--- config.mk ---
export PLATFORM = sky130hd
export DESIGN_NAME = adc_cfg_sequencer
export DESIGN_NICKNAME = d
export VERILOG_FILES = /design/src/rtl/adc_cfg_pkg.sv /design/src/rtl/adc_cfg_req_latch.sv /design/src/rtl/adc_cfg_sequencer.sv
export SDC_FILE = /design/constraint.sdc
export NUM_CORES = 1
export LEC_CHECK = 0
export ABC_AREA = 1
export BUFFER_PORTS_ARGS = -buffer_cell sky130_fd_sc_hd__buf_2
export CAP_MARGIN = 20
export CELL_PAD_IN_SITES_DETAIL_PLACEMENT = 1
export CELL_PAD_IN_SITES_GLOBAL_PLACEMENT = 1
export CORE_AREA = 2 2 106 108
export DETAILED_ROUTE_END_ITERATION = 16
export DIE_AREA = 0 0 108 110
export GPL_TIMING_DRIVEN = 1
export PLACE_DENSITY_LB_ADDON = 0.1
export SYNTH_ARGS = -nofsm -noshare
export SYNTH_HDL_FRONTEND = slang
export SYNTH_SLANG_ARGS = --single-unit
--- constraint.sdc ---
create_clock -name CLK -period 3.4 [get_ports CLK]
set_input_delay 1.02 -clock CLK [delete_from_list [all_inputs] [get_ports CLK]]
set_output_delay 1.02 -clock CLK [all_outputs]
set_load 0.02 [all_outputs]
--- src/rtl/adc_cfg_pkg.sv ---
// adc_cfg_pkg: shared states, source codes and constants for the ADC config sequencer
package adc_cfg_pkg;
  typedef enum logic [3:0] {
    S_IDLE, S_SELECT, S_SCAN, S_START, S_GUARD, S_WAIT, S_FAIL, S_NEXT, S_FINISH
  } state_t;
  localparam logic [1:0] SRC_PWRUP = 2'd0;
  localparam logic [1:0] SRC_JTAG = 2'd1;
  localparam logic [1:0] SRC_CSP = 2'd2;
  localparam logic [63:0] MASK_ALL = '1;
  localparam int GUARD_LEN = 2;
endpackage

--- src/rtl/adc_cfg_req_latch.sv ---
// adc_cfg_req_latch: one request source's pending flag and captured ADC mask
module adc_cfg_req_latch #(
  parameter int NADC = 12
) (
  input  logic            CLK,
  input  logic            RST,
  input  logic            req,
  input  logic [NADC-1:0] mask_in,
  input  logic            clr,
  output logic            pend,
  output logic [NADC-1:0] mask
);
  always_ff @(posedge CLK) begin
    if (RST) begin
      pend <= 1'b0;
      mask <= '0;
    end else begin
      pend <= req | (pend & ~clr);
      if (req) mask <= mask_in;
    end
  end
endmodule

--- src/rtl/adc_cfg_sequencer.sv ---
// adc_cfg_sequencer: arbitrates power-up/JTAG/ChipScope requests and walks each mask through adc_config.
// Define ADC_CFG_RETRY_EN to re-issue INIT up to MAX_RETRY times after a DONE timeout.
module adc_cfg_sequencer
  import adc_cfg_pkg::*;
#(
  parameter int NADC = 12,
  parameter int PWRUP_DLY = 1000,
  parameter int DONE_TMO = 4096,
  parameter int MAX_RETRY = 2
) (
  input  logic            CLK,
  input  logic            RST,
  input  logic            PWRUP_EN,
  input  logic            JTAG_REQ,
  input  logic [NADC-1:0] JTAG_MASK,
  input  logic            CSP_REQ,
  input  logic [NADC-1:0] CSP_MASK,
  input  logic            CFG_DONE,
  output logic            CFG_INIT,
  output logic [NADC-1:0] CFG_MASK,
  output logic            BUSY,
  output logic            JOB_DONE,
  output logic [1:0]      JOB_SRC,
  output logic [NADC-1:0] ERR_MASK
);
  localparam int PW = $clog2(PWRUP_DLY + 2);
  localparam logic [15:0] GUARD_END = 16'(GUARD_LEN - 1);
  localparam logic [15:0] TMO_END = 16'(DONE_TMO + GUARD_LEN - 1);
  state_t state;
  logic [PW-1:0] pcnt;
  logic pw_req;
  logic [2:0] pend, clr;
  logic [NADC-1:0] smask [3];
  logic [1:0] src, sel;
  logic [NADC-1:0] job_mask, rem, low;
  logic [15:0] timer;
`ifdef ADC_CFG_RETRY_EN
  localparam int RW = $clog2(MAX_RETRY + 2);
  logic [RW-1:0] retry;
`endif
  assign pw_req = PWRUP_EN & (pcnt == PW'(PWRUP_DLY));
  assign sel = pend[0] ? SRC_PWRUP : pend[1] ? SRC_JTAG : SRC_CSP;
  // lowest pending bit is the highest-priority source
  assign clr = (state == S_IDLE) ? pend & (~pend + 3'd1) : 3'd0;
  assign job_mask = (src == SRC_PWRUP) ? smask[0] : (src == SRC_JTAG) ? smask[1] : smask[2];
  assign low = rem & (~rem + NADC'(1));
  adc_cfg_req_latch #(.NADC(NADC)) u_pwr (
    .CLK(CLK), .RST(RST), .req(pw_req), .mask_in(MASK_ALL[NADC-1:0]),
    .clr(clr[0]), .pend(pend[0]), .mask(smask[0])
  );
  adc_cfg_req_latch #(.NADC(NADC)) u_jtag (
    .CLK(CLK), .RST(RST), .req(JTAG_REQ), .mask_in(JTAG_MASK),
    .clr(clr[1]), .pend(pend[1]), .mask(smask[1])
  );
  adc_cfg_req_latch #(.NADC(NADC)) u_csp (
    .CLK(CLK), .RST(RST), .req(CSP_REQ), .mask_in(CSP_MASK),
    .clr(clr[2]), .pend(pend[2]), .mask(smask[2])
  );
  always_ff @(posedge CLK) begin
    if (RST) pcnt <= '0;
    else if (pcnt <= PW'(PWRUP_DLY)) pcnt <= pcnt + PW'(1);
  end
  always_ff @(posedge CLK) begin
    if (RST) begin
      state <= S_IDLE;
      src <= SRC_PWRUP;
      rem <= '0;
      timer <= '0;
      CFG_INIT <= 1'b0;
      CFG_MASK <= '0;
      BUSY <= 1'b0;
      JOB_DONE <= 1'b0;
      JOB_SRC <= SRC_PWRUP;
      ERR_MASK <= '0;
`ifdef ADC_CFG_RETRY_EN
      retry <= '0;
`endif
    end else begin
      CFG_INIT <= 1'b0;
      JOB_DONE <= 1'b0;
      timer <= (&timer) ? timer : timer + 16'd1;
      case (state)
        S_IDLE: if (|pend) begin
          src <= sel;
          BUSY <= 1'b1;
          state <= S_SELECT;
        end
        S_SELECT: begin
          rem <= job_mask;
          JOB_SRC <= src;
          ERR_MASK <= '0;
          state <= S_SCAN;
        end
        S_SCAN: if (|rem) begin
          CFG_MASK <= low;
          CFG_INIT <= 1'b1;
          state <= S_START;
        end else begin
          JOB_DONE <= 1'b1;
          state <= S_FINISH;
        end
        S_START: begin
          timer <= '0;
          state <= S_GUARD;
        end
        S_GUARD: if (timer == GUARD_END) state <= S_WAIT;
        S_WAIT: if (CFG_DONE) begin
          CFG_MASK <= '0;
          state <= S_NEXT;
        end else if (timer >= TMO_END) begin
`ifdef ADC_CFG_RETRY_EN
          if (retry < RW'(MAX_RETRY)) begin
            retry <= retry + RW'(1);
            CFG_INIT <= 1'b1;
            state <= S_START;
          end else state <= S_FAIL;
`else
          state <= S_FAIL;
`endif
        end
        S_FAIL: begin
          ERR_MASK <= ERR_MASK | CFG_MASK;
          CFG_MASK <= '0;
          state <= S_NEXT;
        end
        S_NEXT: begin
          rem <= rem & (rem - NADC'(1));
`ifdef ADC_CFG_RETRY_EN
          retry <= '0;
`endif
          state <= S_SCAN;
        end
        S_FINISH: begin
          BUSY <= 1'b0;
          state <= S_IDLE;
        end
        default: state <= S_IDLE;
      endcase
    end
  end
endmodule

==> Word-level counts from Yosys, hierarchy flattened <==
Cells that the tools add are included.
{ "word_totals": {"out_inout_bits": 29, "input_bits": 30, "reg_bits": 101} }
{ "op_classes": {"reduce_logical": 16, "n_lt_le_gt_ge": 2, "eq_ne": 16, "n_bitwise": 17, "n_mux": 20, "addsub": 5} }
{ "ops": {"columns": ["cell", "count"], "rows": [
  ["2-to-1 mux 12 bit", 4],
  ["one-hot mux 12 bit (2 select lines)", 2],
  ["one-hot mux 12 bit (3 select lines)", 1],
  ["one-hot mux 4 bit (7 select lines)", 1],
  ["bitwise AND 12 bit", 2],
  ["2-to-1 mux 4 bit", 5],
  ["adder 16 x 1 -> 16 bit, second input constant", 1],
  ["equality test 16 x 1 -> 1 bit, second input constant", 1],
  ["equality test 4 x 3 -> 1 bit, second input constant", 4],
  [">= comparator 16 x 13 -> 1 bit, second input constant", 1],
  ["AND reduction 16 bit", 1],
  ["adder 12 x 1 -> 12 bit, second input constant", 1],
  ["inverter 12 bit", 1],
  ["bitwise OR 12 bit", 1],
  ["OR reduction 12 bit", 1],
  ["subtractor 12 x 1 -> 12 bit, second input constant", 1],
  ["adder 10 x 1 -> 10 bit, second input constant", 1],
  ["equality test 10 bit, second input constant", 1],
  ["<= comparator 10 bit, second input constant", 1],
  ["equality test 4 x 2 -> 1 bit, second input constant", 2],
  ["inequality test 2 bit, second input constant", 3],
  ["AND reduction 3 bit", 2],
  ["nonzero test 2 bit", 3],
  ["OR reduction 2 bit", 3],
  ["20 further kinds", 32]
]} }

==> Depth between registers and ports, before layout <==
{ "logic_depth": {"depth_word": 7, "ltp_mapped": 11} }

==> Hierarchy <==
From an unflattened synthesis, not the netlist that was laid out.
{ "unflattened": {"cells_unflattened": 759, "area_unflattened_um2": 5231.3} }
{ "modules_own_cells": {"columns": ["mod", "area_each_um2", "seq_area_each_um2", "instances", "cells_each"], "rows": [
  ["adc_cfg_sequencer", 3849.9, 1461.4, 1, 588],
  ["adc_cfg_req_latch", 460.4, 260.2, 3, 57]
]} }

==> Worst setup path after synthesis <==
No wires, ideal clock.
{ "synth_timing": {"path_kind": "input port to flip-flop", "from": "input port RST", "to": "register u_jtag.mask[10]", "path_buffers": 3, "arrival_ns": 1.852, "path_stages": 6, "slack_ns": 1.478, "path_cell_list": "buf_2 inv_1 buf_2 clkbuf_1 o21ai_1 a21oi_1"} }
{ "synth_lines": {"columns": ["item", "line", "source"], "rows": [
  ["start: declaration", "adc_cfg_sequencer.sv:12", "input logic RST,"],
  ["end signal: assignment", "adc_cfg_req_latch.sv:19", "if (req) mask <= mask_in;"],
  ["end: declaration", "adc_cfg_req_latch.sv:11", "output logic [NADC-1:0] mask"]
]} }

==> Worst setup path after layout <==
{ "layout_timing": {"from": "register state[1]", "to": "register CFG_MASK[8]"} }
{ "layout_via": {"elab_chain_cells": 3, "word_cells_on_any_way": 8, "cone_classes": "eq/ne: 5; mux: 1; reduce/logical: 2"} }
{ "layout_lines": {"columns": ["item", "line", "source"], "rows": [
  ["start: declaration", "adc_cfg_sequencer.sv:29", "state_t state;"],
  ["start signal: assignment", "adc_cfg_sequencer.sv:65", "state <= S_IDLE;"],
  ["start signal: assignment", "adc_cfg_sequencer.sv:86", "state <= S_SELECT;"],
  ["start signal: assignment", "adc_cfg_sequencer.sv:92", "state <= S_SCAN;"],
  ["equality test 4 x 2 -> 1 bit / equality test 4 x 3 -> 1 bit (equally long branches)", "adc_cfg_sequencer.sv:82", "case (state)"],
  ["inequality test 2 bit (no source line) / nonzero test 3 bit (equally long branches)", null, null],
  ["AND reduction 3 bit (no source line)", null, null],
  ["end signal: assignment", "adc_cfg_sequencer.sv:95", "CFG_MASK <= low;"],
  ["end: declaration", "adc_cfg_sequencer.sv:20", "output logic [NADC-1:0] CFG_MASK,"]
]} }
Parallel ways exist; a longest one is shown, timed or not.
A chain may end at the register's enable or synchronous reset.

==> reports/qor.txt <==
DRT antenna net count: 0
Synth Instances: 679
1st-pass router iterations: 4
CTS Buffer Depth: 2
Post-synth ARST share: 0%
Clock Latency Late Sink: 370 ps
PwrDens: 525 mW/mm^2
Post-synth EDFFs: 0
Clock-pin slew on the worst setup and hold paths: 90 ps
Post-CTS setup buffers: 0
Residual DRC: 0
Gr ovfl total: 0
Row count: 38
CP Cell Sequence: inv_1 -> nand2_1 -> nand3_1 -> nand2_1 -> nand2_1 -> nor2_2 -> nand2_1 -> nand2_1 -> nor2_1
CP delay by family, top: simple AND/OR/NAND/NOR gates
Crit. End Element: flip-flop
First-pass GRT wire length: 20.6 mm
Dpl ws: 1120 ps
Max Slew Vio Count: 0
Drt wl/cell: 14.0 um
Final WS setup: 1420 ps
Max-cap viol count: 0
Post-CTS Resized: 0
Worst path most repeated cell: nand2_1
Synthesized area per cell: 6.98 um^2
CP Class: flip-flop to flip-flop
Hold/Removal Path Class: flip-flop to flip-flop
Starting density of the core: 44.3%
Htree depth: 3
I/O Buffers: 58
I/O pin count: 59
GRT Resource Usage Total: 21.7%
Hold slack: 457 ps
Syn nets: 714
Core footprint: 0.0107 mm^2
Area contributors post-synth: dfxtp_1, nand2_1, a21oi_1
RSZ-0062 raised after global routing: no
Filler Cells Inserted: 1441
Ys Warns: 0
Worst path bufs/invs: 1
Worst-Margin Slew: 683 ps
Crit path max-delay cell type: dfxtp_1
Yosys top cell area share: 42.7%
Synth Flop Type: dfxtp_1
DRT iter0 DRCs: 170
# setup viols final: 0
Sink Count: 101
Flops & latches, synth: 101
Max FO, Critical Path: 12
Hold Buf Count CTS: 0
Share of layout cells above drive strength 1: 14.6%
Outcome: completed
Tcrit/Tclk final: 58.1%
Final Hold Fails: 0
VDD IR-drop max: 0.188 mV
Cell Area, Synth: 0.00474 mm^2
Fin Setup TNS: 0 ps
Worst rel slew slack: 54.4%
Leakage: 2.29 nW
Vias/cell: 5.06
DR vias: 4411
Netlist cell types: 34
Initial antenna violation count: 0
Die area: 0.0119 mm^2
Post-synth top area cell: dfxtp_1
Dominant cell by count in the synthesized netlist: nand2_1
Worst Path Arrival: 2250 ps
Synth top cells by count: nand2_1, dfxtp_1, nor2_1
Crit start category: flip-flop
Clock tree from TritonCTS: yes
DIE HEIGHT: 110 um
Critical path's largest stage delay: 440 ps
Global placement routability congestion: 0.848
Nets@finish: 762
Largest net degree at the start of global routing: 34
Number of global-route vias before repair: 4399
Area growth, synth to finish: 11.7%
Clock skew: 10.0 ps
Worst endpoint required time: 3680 ps
DIE WIDTH: 108 um
Root Driver: clkbuf_8
CTS buffer count: 9
Highest clock rate: 506 MHz
Antenna fix cells: 0
DP Wirelength: 8.98 mm
Drt total wl: 12.2 mm
Sequential share of the synthesized area: 42.7%
Final min period: 1980 ps
==> final timing paths <==
path / from / endpoint / slack [ps] / cells past startpoint
setup / recovery: state[1]$_SDFFE_PP0P_ / CFG_MASK[8]$_SDFFE_PP0P_ / 1420 / 9
hold / removal: pcnt[9]$_SDFFE_PP0P_ / pcnt[9]$_SDFFE_PP0P_ / 460 / 2
setup reg to reg: state[1]$_SDFFE_PP0P_ / CFG_MASK[8]$_SDFFE_PP0P_ / 1420 / 9
hold reg to reg: pcnt[9]$_SDFFE_PP0P_ / pcnt[9]$_SDFFE_PP0P_ / 460 / 2
==> state kept, by name, indices dropped and copies added, names as in the netlist, 4 cells and up <==
register / cells
u_csp.mask: 12
pcnt: 10
timer: 16
state: 4
CFG_MASK: 12
u_jtag.mask: 12
ERR_MASK: 12
rem: 12
==> layout make-up <==
cell class	instances	area (um^2)	area share, %
multi-input combinational	467	2270	43.0
sequential	101	2020	38.2
inverter	87	327	6.17
timing repair buffer	61	313	5.91
tap	140	175	3.31
clock buffer	11	131	2.48
clock inverter	4	50.0	0.946
==> layer usage <==
metal  up-vias  part of all wire [%]  global-route usage (%)
met4         0                   1.3                    7.14
met2        60                    45                    36.1
met1      2055                    50                    29.2
li1       2285                     -                       -
met5         -                     0                       0
met3        11                   3.5                    2.82
==> power by group <==
| part | internal, W | leakage (nW) | switching [W] |
|---|---|---|---|
| registers | 0.00128 | 0.824 | 0.0000775 |
| clock network | 0.000336 | 0.0854 | 0.000412 |
| logic | 0.000211 | 1.38 | 0.000461 |
==> placed cells by master, fill, tap and decap left out, drive strengths merged <==
cell type / synthesis / final
bufinv: 0 / 1
buf: 10 / 61
clkinvlp: 0 / 2
inv: 84 / 84
o221ai: 10 / 10
dfxtp: 101 / 101
xor2: 3 / 3
clkinv: 3 / 4
and2: 1 / 1
nand4: 6 / 6
nor3: 15 / 15
clkbuf: 14 / 11
nor2: 92 / 92
xnor2: 3 / 3
a31oi: 7 / 7
nand2: 151 / 151
nand3b: 4 / 4
a21oi: 68 / 68
ha: 5 / 5
or2: 4 / 4
and3: 1 / 1
nand3: 38 / 38
o21ai: 59 / 59
==> stage by stage <==
stage	power, W	cells	utilization [%]	instance area, um^2
floorplan	0.00188	679	-	4740
global placement	0.00204	856	47.8	5110
detailed placement	0.00206	856	47.8	5110
CTS	0.00281	871	49.5	5290
global route	0.00297	871	49.5	5290
finish	0.00278	871	49.5	5290
==> logic make-up after synthesis <==
group / after synthesis / synth area share (%)
buffers and inverters: 111 / 9.35
XOR/XNOR: 6 / 1.11
flip-flops: 101 / 42.7
AO/OA/AOI/OAI: 144 / 16.2
AND/OR/NAND/NOR: 312 / 29.4
adder cells (fa/ha/maj): 5 / 1.32
==> worst register-to-register path, delay by kind of cell, from the launching register on <==
family | cells | cell delay, ps
AND/OR/NAND/NOR | 8 | 1350
flip-flops | 1 | 440
buffers and inverters | 1 | 80
(Power assumes the default switching activity.)
